## config.mk

```make
export PLATFORM = sky130hd
export DESIGN_NAME = riot
export DESIGN_NICKNAME = d
export VERILOG_FILES = /design/src/rtl/riot.sv
export SDC_FILE = /design/constraint.sdc
export NUM_CORES = 1
export LEC_CHECK = 0
export BUFFER_PORTS_ARGS = -buffer_cell sky130_fd_sc_hd__buf_4
export CAP_MARGIN = 10
export CORE_ASPECT_RATIO = 0.9
export CORE_MARGIN = 3
export CORE_UTILIZATION = 30
export CTS_CLUSTER_DIAMETER = 100
export DETAILED_ROUTE_END_ITERATION = 7
export GPL_ROUTABILITY_DRIVEN = 0
export GPL_TIMING_DRIVEN = 0
export PLACE_DENSITY_LB_ADDON = 0.05
export SLEW_MARGIN = 40
export SYNTH_ARGS = -nofsm -noshare
export SYNTH_HDL_FRONTEND = slang
export SYNTH_SLANG_ARGS = --single-unit
```

## constraint.sdc

```tcl
create_clock -name CLK -period 3.05 [get_ports CLK]
set_clock_uncertainty 0.05 [all_clocks]
set_input_delay 0.1525 -clock CLK [delete_from_list [all_inputs] [get_ports CLK]]
set_output_delay 0.1525 -clock CLK [all_outputs]
set_load 0.005 [all_outputs]
```

## src/rtl/riot.sv

```systemverilog
// RIOT: 128x8 RAM, two 8-bit I/O ports, and an interval timer with a prescaler.
// Define RIOT_PA7_IRQ_EN to compile in the PA7 edge detector and its interrupt.
module riot #(
    parameter logic [7:0] P_DDRA_INIT  = 8'h00,
    parameter logic [7:0] P_DDRB_INIT  = 8'h00,
    parameter logic [7:0] P_TIMER_INIT = 8'hff
) (
    input  logic       CLK,
    input  logic       RES,
    input  logic       CS,
    input  logic       RAM_SEL,
    input  logic       RW,
    input  logic [6:0] ADDR,
    input  logic [7:0] DB_IN,
    output logic [7:0] DB_OUT,
    input  logic [7:0] PA_IN,
    input  logic [7:0] PB_IN,
    output logic [7:0] PA_OUT,
    output logic [7:0] PB_OUT,
    output logic [7:0] PA_DIR,
    output logic [7:0] PB_DIR,
    output logic       IRQ_N
);

    logic [7:0] ram [128];
    logic [7:0] timer;
    logic [1:0] psel;
    logic [9:0] pcnt;
    logic       forced;
    logic       tim_irq_en;
    logic       tf;
    logic       pa7f;
    logic       pa7_irq_en;

    logic wr_en, rd_en, wr_port, wr_load, rd_timer, rd_flags, dec_due;
    logic [7:0] pa_rd, pb_rd;

    assign wr_en    = CS & ~RW & ~RES;
    assign rd_en    = CS &  RW & ~RES;
    assign wr_port  = wr_en & ~RAM_SEL & ~ADDR[2];
    assign wr_load  = wr_en & ~RAM_SEL &  ADDR[2] &  ADDR[4];
    assign rd_timer = rd_en & ~RAM_SEL &  ADDR[2] & ~ADDR[0];
    assign rd_flags = rd_en & ~RAM_SEL &  ADDR[2] &  ADDR[0];
    assign dec_due  = (pcnt == 10'd0);

    assign pa_rd = (PA_IN & ~PA_DIR) | (PA_OUT & PA_DIR);
    assign pb_rd = (PB_IN & ~PB_DIR) | (PB_OUT & PB_DIR);

    function automatic logic [9:0] reload(input logic [1:0] s);
        case (s)
            2'd0:    reload = 10'd0;
            2'd1:    reload = 10'd7;
            2'd2:    reload = 10'd63;
            default: reload = 10'd1023;
        endcase
    endfunction

    // RAM contents are deliberately left out of reset.
    always_ff @(posedge CLK) begin
        if (wr_en && RAM_SEL)
            ram[ADDR] <= DB_IN;
    end

    always_ff @(posedge CLK) begin
        if (RES) begin
            PA_OUT <= 8'h00;
            PB_OUT <= 8'h00;
            PA_DIR <= P_DDRA_INIT;
            PB_DIR <= P_DDRB_INIT;
        end else if (wr_port) begin
            case (ADDR[1:0])
                2'd0:    PA_OUT <= DB_IN;
                2'd1:    PA_DIR <= DB_IN;
                2'd2:    PB_OUT <= DB_IN;
                default: PB_DIR <= DB_IN;
            endcase
        end
    end

    // A load beats a due decrement; a wrap setting TF beats a clearing read.
    always_ff @(posedge CLK) begin
        if (RES) begin
            timer      <= P_TIMER_INIT;
            psel       <= 2'd3;
            pcnt       <= 10'd1023;
            forced     <= 1'b0;
            tim_irq_en <= 1'b0;
            tf         <= 1'b0;
        end else if (wr_load) begin
            timer      <= DB_IN;
            psel       <= ADDR[1:0];
            pcnt       <= reload(ADDR[1:0]);
            forced     <= 1'b0;
            tim_irq_en <= ADDR[3];
            tf         <= 1'b0;
        end else begin
            if (dec_due) begin
                timer <= timer - 8'd1;
                pcnt  <= (forced || timer == 8'h00) ? 10'd0 : reload(psel);
                if (timer == 8'h00)
                    forced <= 1'b1;
            end else begin
                pcnt <= pcnt - 10'd1;
            end
            if (rd_timer)
                tim_irq_en <= ADDR[3];
            if (dec_due && timer == 8'h00)
                tf <= 1'b1;
            else if (rd_timer)
                tf <= 1'b0;
        end
    end

`ifdef RIOT_PA7_IRQ_EN
    logic wr_edge, pa7_q, pa7_pol, pa7_edge;

    assign wr_edge  = wr_en & ~RAM_SEL & ADDR[2] & ~ADDR[4];
    assign pa7_edge = pa7_pol ? (~pa7_q & PA_IN[7]) : (pa7_q & ~PA_IN[7]);

    always_ff @(posedge CLK) begin
        if (RES) begin
            pa7_q      <= 1'b0;
            pa7_pol    <= 1'b0;
            pa7_irq_en <= 1'b0;
            pa7f       <= 1'b0;
        end else begin
            pa7_q <= PA_IN[7];
            if (wr_edge) begin
                pa7_pol    <= ADDR[0];
                pa7_irq_en <= ADDR[1];
            end
            if (pa7_edge)
                pa7f <= 1'b1;
            else if (rd_flags)
                pa7f <= 1'b0;
        end
    end
`else
    assign pa7f       = 1'b0;
    assign pa7_irq_en = 1'b0;
    logic  unused_rd_flags;
    assign unused_rd_flags = rd_flags;
`endif

    assign IRQ_N = ~((tf & tim_irq_en) | (pa7f & pa7_irq_en));

    always_comb begin
        DB_OUT = 8'h00;
        if (CS && RW) begin
            if (RAM_SEL) begin
                DB_OUT = ram[ADDR];
            end else if (!ADDR[2]) begin
                case (ADDR[1:0])
                    2'd0:    DB_OUT = pa_rd;
                    2'd1:    DB_OUT = PA_DIR;
                    2'd2:    DB_OUT = pb_rd;
                    default: DB_OUT = PB_DIR;
                endcase
            end else if (ADDR[0]) begin
                DB_OUT = {tf, pa7f, 6'b0};
            end else begin
                DB_OUT = timer;
            end
        end
    end

endmodule

```

# Word level (Yosys, flattened, before mapping)
# Memory sizes are Yosys's and may differ from the RTL's.
# Cells that the tools add are included.
[totals]
mem_bits_ro = 0
regBits = 55
output_inout_bits = 41
latch_bits = 0
wordCells = 80
ram_bits = 1024
n_memories = 1
input_bits = 36
[op_classes]
addsub = 2
n_reduce_logical = 18
div_mod_pow = 0
multipliers = 0
magnitude_cmp = 0
eq_ne = 4
bitwise_logic = 27
shifts = 0
muxes = 18
[mem_list]
columns = ["name", "depth", "word_bits", "rd", "rd_ports_with_merged_regs", "write_ports", "line_no", "text"]
rows = [
  ["ram", 128, 8, 1, 0, 1, "25", "logic [7:0] ram [128];"],
]
[ops]
columns = ["cell", "n"]
rows = [
  ["one-hot mux 10 bit (3 select lines)", 2],
  ["two-way mux 8 bit", 6],
  ["AND 8 bit", 4],
  ["two-way mux 10 bit", 3],
  ["one-hot mux 8 bit (3 select lines)", 1],
  ["inverter 8 bit", 2],
  ["OR 8 bit", 2],
  ["AND 1 bit", 12],
  ["logical NOT 10 bit", 1],
  ["AND reduction 2 bit", 5],
  ["subtractor 10 x 1 -> 10 bit, second input constant", 1],
  ["logical NOT 8 bit", 1],
  ["subtractor 8 x 1 -> 8 bit, second input constant", 1],
  ["inverter 1 bit", 7],
  ["two-way mux 1 bit", 6],
  ["nonzero test 2 bit", 3],
  ["== test 2 x 1 -> 1 bit, second input constant", 2],
  ["== test 2 bit, second input constant", 2],
  ["logical NOT 2 bit", 2],
  ["logical AND 1 bit", 3],
  ["OR reduction 3 bit", 1],
  ["OR reduction 2 bit", 1],
  ["logical OR 1 bit", 1],
]

# Longest topological paths before layout
[logic_depth]
depth_word = 7
depth_mapped = 13
ltp_nobuf = 8

# Least setup slack after synthesis
# Ideal clock, no wire load.
[synth_path]
kind = "input port to flip-flop"
startpoint = "in ADDR[0]"
endpoint = "mem ram[38][0] (enable)"
required_ps = 2630
arrival_time_ps = 2116
cell_stages = 9
setup_slack_ps = 514
path_buffers = 6
setup_ps = 370
cell_sequence = "buf_6 -> buf_6 -> buf_6 -> nor2b_1 -> clkbuf_1 -> buf_1 -> nand2_1 -> clkbuf_1 -> nor2_1"
[synth_rtl]
columns = ["element", "line_no", "text"]
rows = [
  ["start: declaration", "13", "input logic [6:0] ADDR,"],
  ["end: declaration", "25", ""],
]
# No word-level cell before the write port.

# Worst setup path after layout
[layout_path]
startpoint = "mem ram[57][4]"
endpoint = "out DB_OUT[4]"
[layout_via]
elab_chain_len = 3
[layout_lines]
columns = ["element", "line_no", "text"]
rows = [
  ["memory (128 x 8 bit)", "n/a", ""],
  ["two-way mux 8 bit", "150", "if (RAM_SEL) begin"],
  ["two-way mux 8 bit", "149", "if (CS && RW) begin"],
  ["end: declaration", "15", "output logic [7:0] DB_OUT,"],
]
# Every way passes these cells.

==> run metrics <==
final hold viol count=0; Worst-Skew Late Latency=0.73 ns; TritonCTS clock tree=done; Num CTS Buffers=120; Net Sw Frac=0.234; asr flop ratio synth=0; Seq pwr share=0.479; H-Tree Depth=3; antenna-violating nets left=0; DP Cell Count=4407; Yosys cell types=74; die width=406 µm; hold_ws=0.0878 ns; global route total overflow=0; clk buf depth=3; IO Count=77; unrepaired setup endpoints after global routing=yes; Sw Pwr=7940 µW; Avg Inst Size Synth=17.6 µm²; Seq/Total Area, Yosys=0.738; Critical Path Start Type=flip-flop; Hold Path Class=input pin to flip-flop; final setup violation count=66; P_int=25900 µW; largest net degree at the start of global routing=85; end-of-flow core utilization=0.376; Avg Vias per Cell=5.55; Max Clock Freq=281 MHz; post-synthesis cell area=43200 µm²; worst-path fanout max=1; failing checks=negative setup slack; endpoint type of the worst setup path=output pin; DP HPWL=119000 µm; Via Count=26100; Final min period=3.56 ns; # nets final=2780; mean routed wirelength per cell=38.7 µm; Data required, critical path=2.85 ns; syn nets=2496; Max Slew Vio Count=0; Initial DRT Pass Iterations=7; Root Driver=clkbuf_16; port bufs=73; GRT Util Overall=0.242; fin crit share=1.17; Layout area overhead=24.1%; Placed Area=46800 µm²; layout cells sized above 1=0.326; Clock Sinks=1079; path type of the worst setup path=flip-flop to output pin; Initial Utilization=0.303; Final Cell Area=53600 µm²; pre-CTS setup slack=-2.20 ns; global-route wire length before repair=239000 µm; P_leak=0.0169 µW; Clock Power Share=0.444; Final Non-Filler Cells=4711; Site Rows=131; initial antenna violation count=15; Routed WL=182000 µm; post-route setup slack=-0.515 ns; VDD IR max=0.458 mV; die height=366 µm; critical path arrival=3.36 ns; Max Cap Viol=0; #FFs+latches synth=1079; DRC=0; combinational share of power=0.077; clock-pin slew on the worst setup and hold paths=0.06 ns; status=finished with violations; Slew headroom=0.427; Worst Tran Pin Value=0.859 ns; Post-synth EDFFs=1024; cell area power density=633 nW/µm²; warnings from Yosys=0; Primary FF master, synth=edfxtp_1; Synth Instances=2457; Core ar.=142000 µm²; vias in the first global route=26000; die area=148000 µm²; Detailed Route Iter0 Violations=3065
## routing by layer
metal,share of wire,global-route usage
met3,0.087,0.0703
met4,0.036,0.0785
met2,0.45,0.374
met1,0.42,0.328
met5,0.00030,0
## metrics by stage
stage,TNS (ns),power [µW]
floorplan,0,17400
global placement,-2334.18,18600
detailed placement,-1402.46,18700
CTS,-1.80,34100
global route,-2.12,34800
finish,-3.07,33900
## placed cells by master (no fill, tap or decap), types with 18 or more instances in the layout
cell type and n:
o221ai_1 28, nand3_1 61, clkbuf_16 123, clkinv_1 27
nand2_1 120, nor2_1 55, buf_4 122, a21oi_1 115
clkbuf_2 25, o2bb2ai_1 23, clkinv_2 28, mux4_2 179
nor2_4 53, dfxtp_1 55, clkbuf_4 18, mux2i_1 83
buf_12 31, bufinv_16 18, nor2_2 78, buf_16 27
mux2_2 22, buf_8 24, clkbuf_1 37, edfxtp_1 1024
buf_6 25, o21ai_0 72
## power groups by stage
| stage | sequential, µW | clock [µW] | combinational (µW) |
|---|---|---|---|
| global route | 16200 | 15900 | 2650 |
| finish | 16200 | 15100 | 2610 |
| global placement | 16600 | 0 | 2080 |
| detailed placement | 16500 | 0 | 2180 |
| floorplan | 16500 | 0 | 861 |
| CTS | 16200 | 15300 | 2550 |
## cells in the mapped netlist, types with 11 or more instances
master,number,area (µm²)
mux4_2,179,4030
o22ai_1,27,169
clkbuf_1,68,255
nor2b_1,12,75.1
nor2_1,186,698
nand2_1,130,488
buf_6,26,293
nand3_1,62,310
o2bb2ai_1,27,236
mux2i_1,99,991
nor3_1,12,60.1
nand3b_1,14,105
o221ai_1,30,263
buf_4,12,90.1
o22a_1,11,96.3
edfxtp_1,1024,30700
o21ai_0,79,395
nand2b_1,16,100
dfxtp_1,55,1100
buf_2,43,215
a21oi_1,120,601
mux2_2,24,270
## cell families after synthesis
kind of cell	share of synthesized area
DFF	0.738
AOI/OAI and AO/OA	0.0594
adders and majority gates	0.000870
and+or+nand+nor	0.0552
buffers and inverters	0.0214
muxes	0.123
xor gates and xnor gates	0.00264
## flip-flops by register name, indices dropped and copies added, names as in the netlist, 2 cells and up
register	flops
PA_DIR	8
PA_OUT	8
PB_DIR	8
PB_OUT	8
pcnt	10
psel	2
ram	1024
timer	8
## cell type report
class | instances | area (µm²)
Tap cell | 1862 | 2330
Timing Repair Buffer | 165 | 1760
Multi-Input combinational cell | 1210 | 11800
Antenna cell | 3 | 7.51
Clock inverter | 85 | 900
Clock buffer | 142 | 3150
Buffer | 156 | 1770
Sequential cell | 1079 | 31900
Inverter | 9 | 37.5
Fill cell | 13100 | 88700
## repair_timing
item	in CTS	in global routing
pin swaps	18	18
endpoints found under the hold margin	468	0
gates resized for setup	414	44
buffers inserted	55	11
hold buffers	10	0
setup endpoints to repair	872	57
gates cloned	1	0
## final timing paths
check | slack [ns] | cells after the start | endpoint | startpoint
max reg2reg | 0.29 | 9 | timer[6] | pcnt[0]
max | -0.51 | 7 | DB_OUT[4] | ram[57][4]
min | 0.09 | 6 | timer[2] | RW
min reg2reg | 0.44 | 2 | tim_irq_en | tim_irq_en
## worst max-delay path: stages, from the launching register on
cell      delay, ns
edfxtp_1       0.36
mux2_2         0.28
a222oi_1       0.33
o22ai_1        0.24
a221oi_4       0.47
o21ai_1        0.16
o41a_1         0.59
buf_4          0.19
Power figures use the tool's default switching activity.
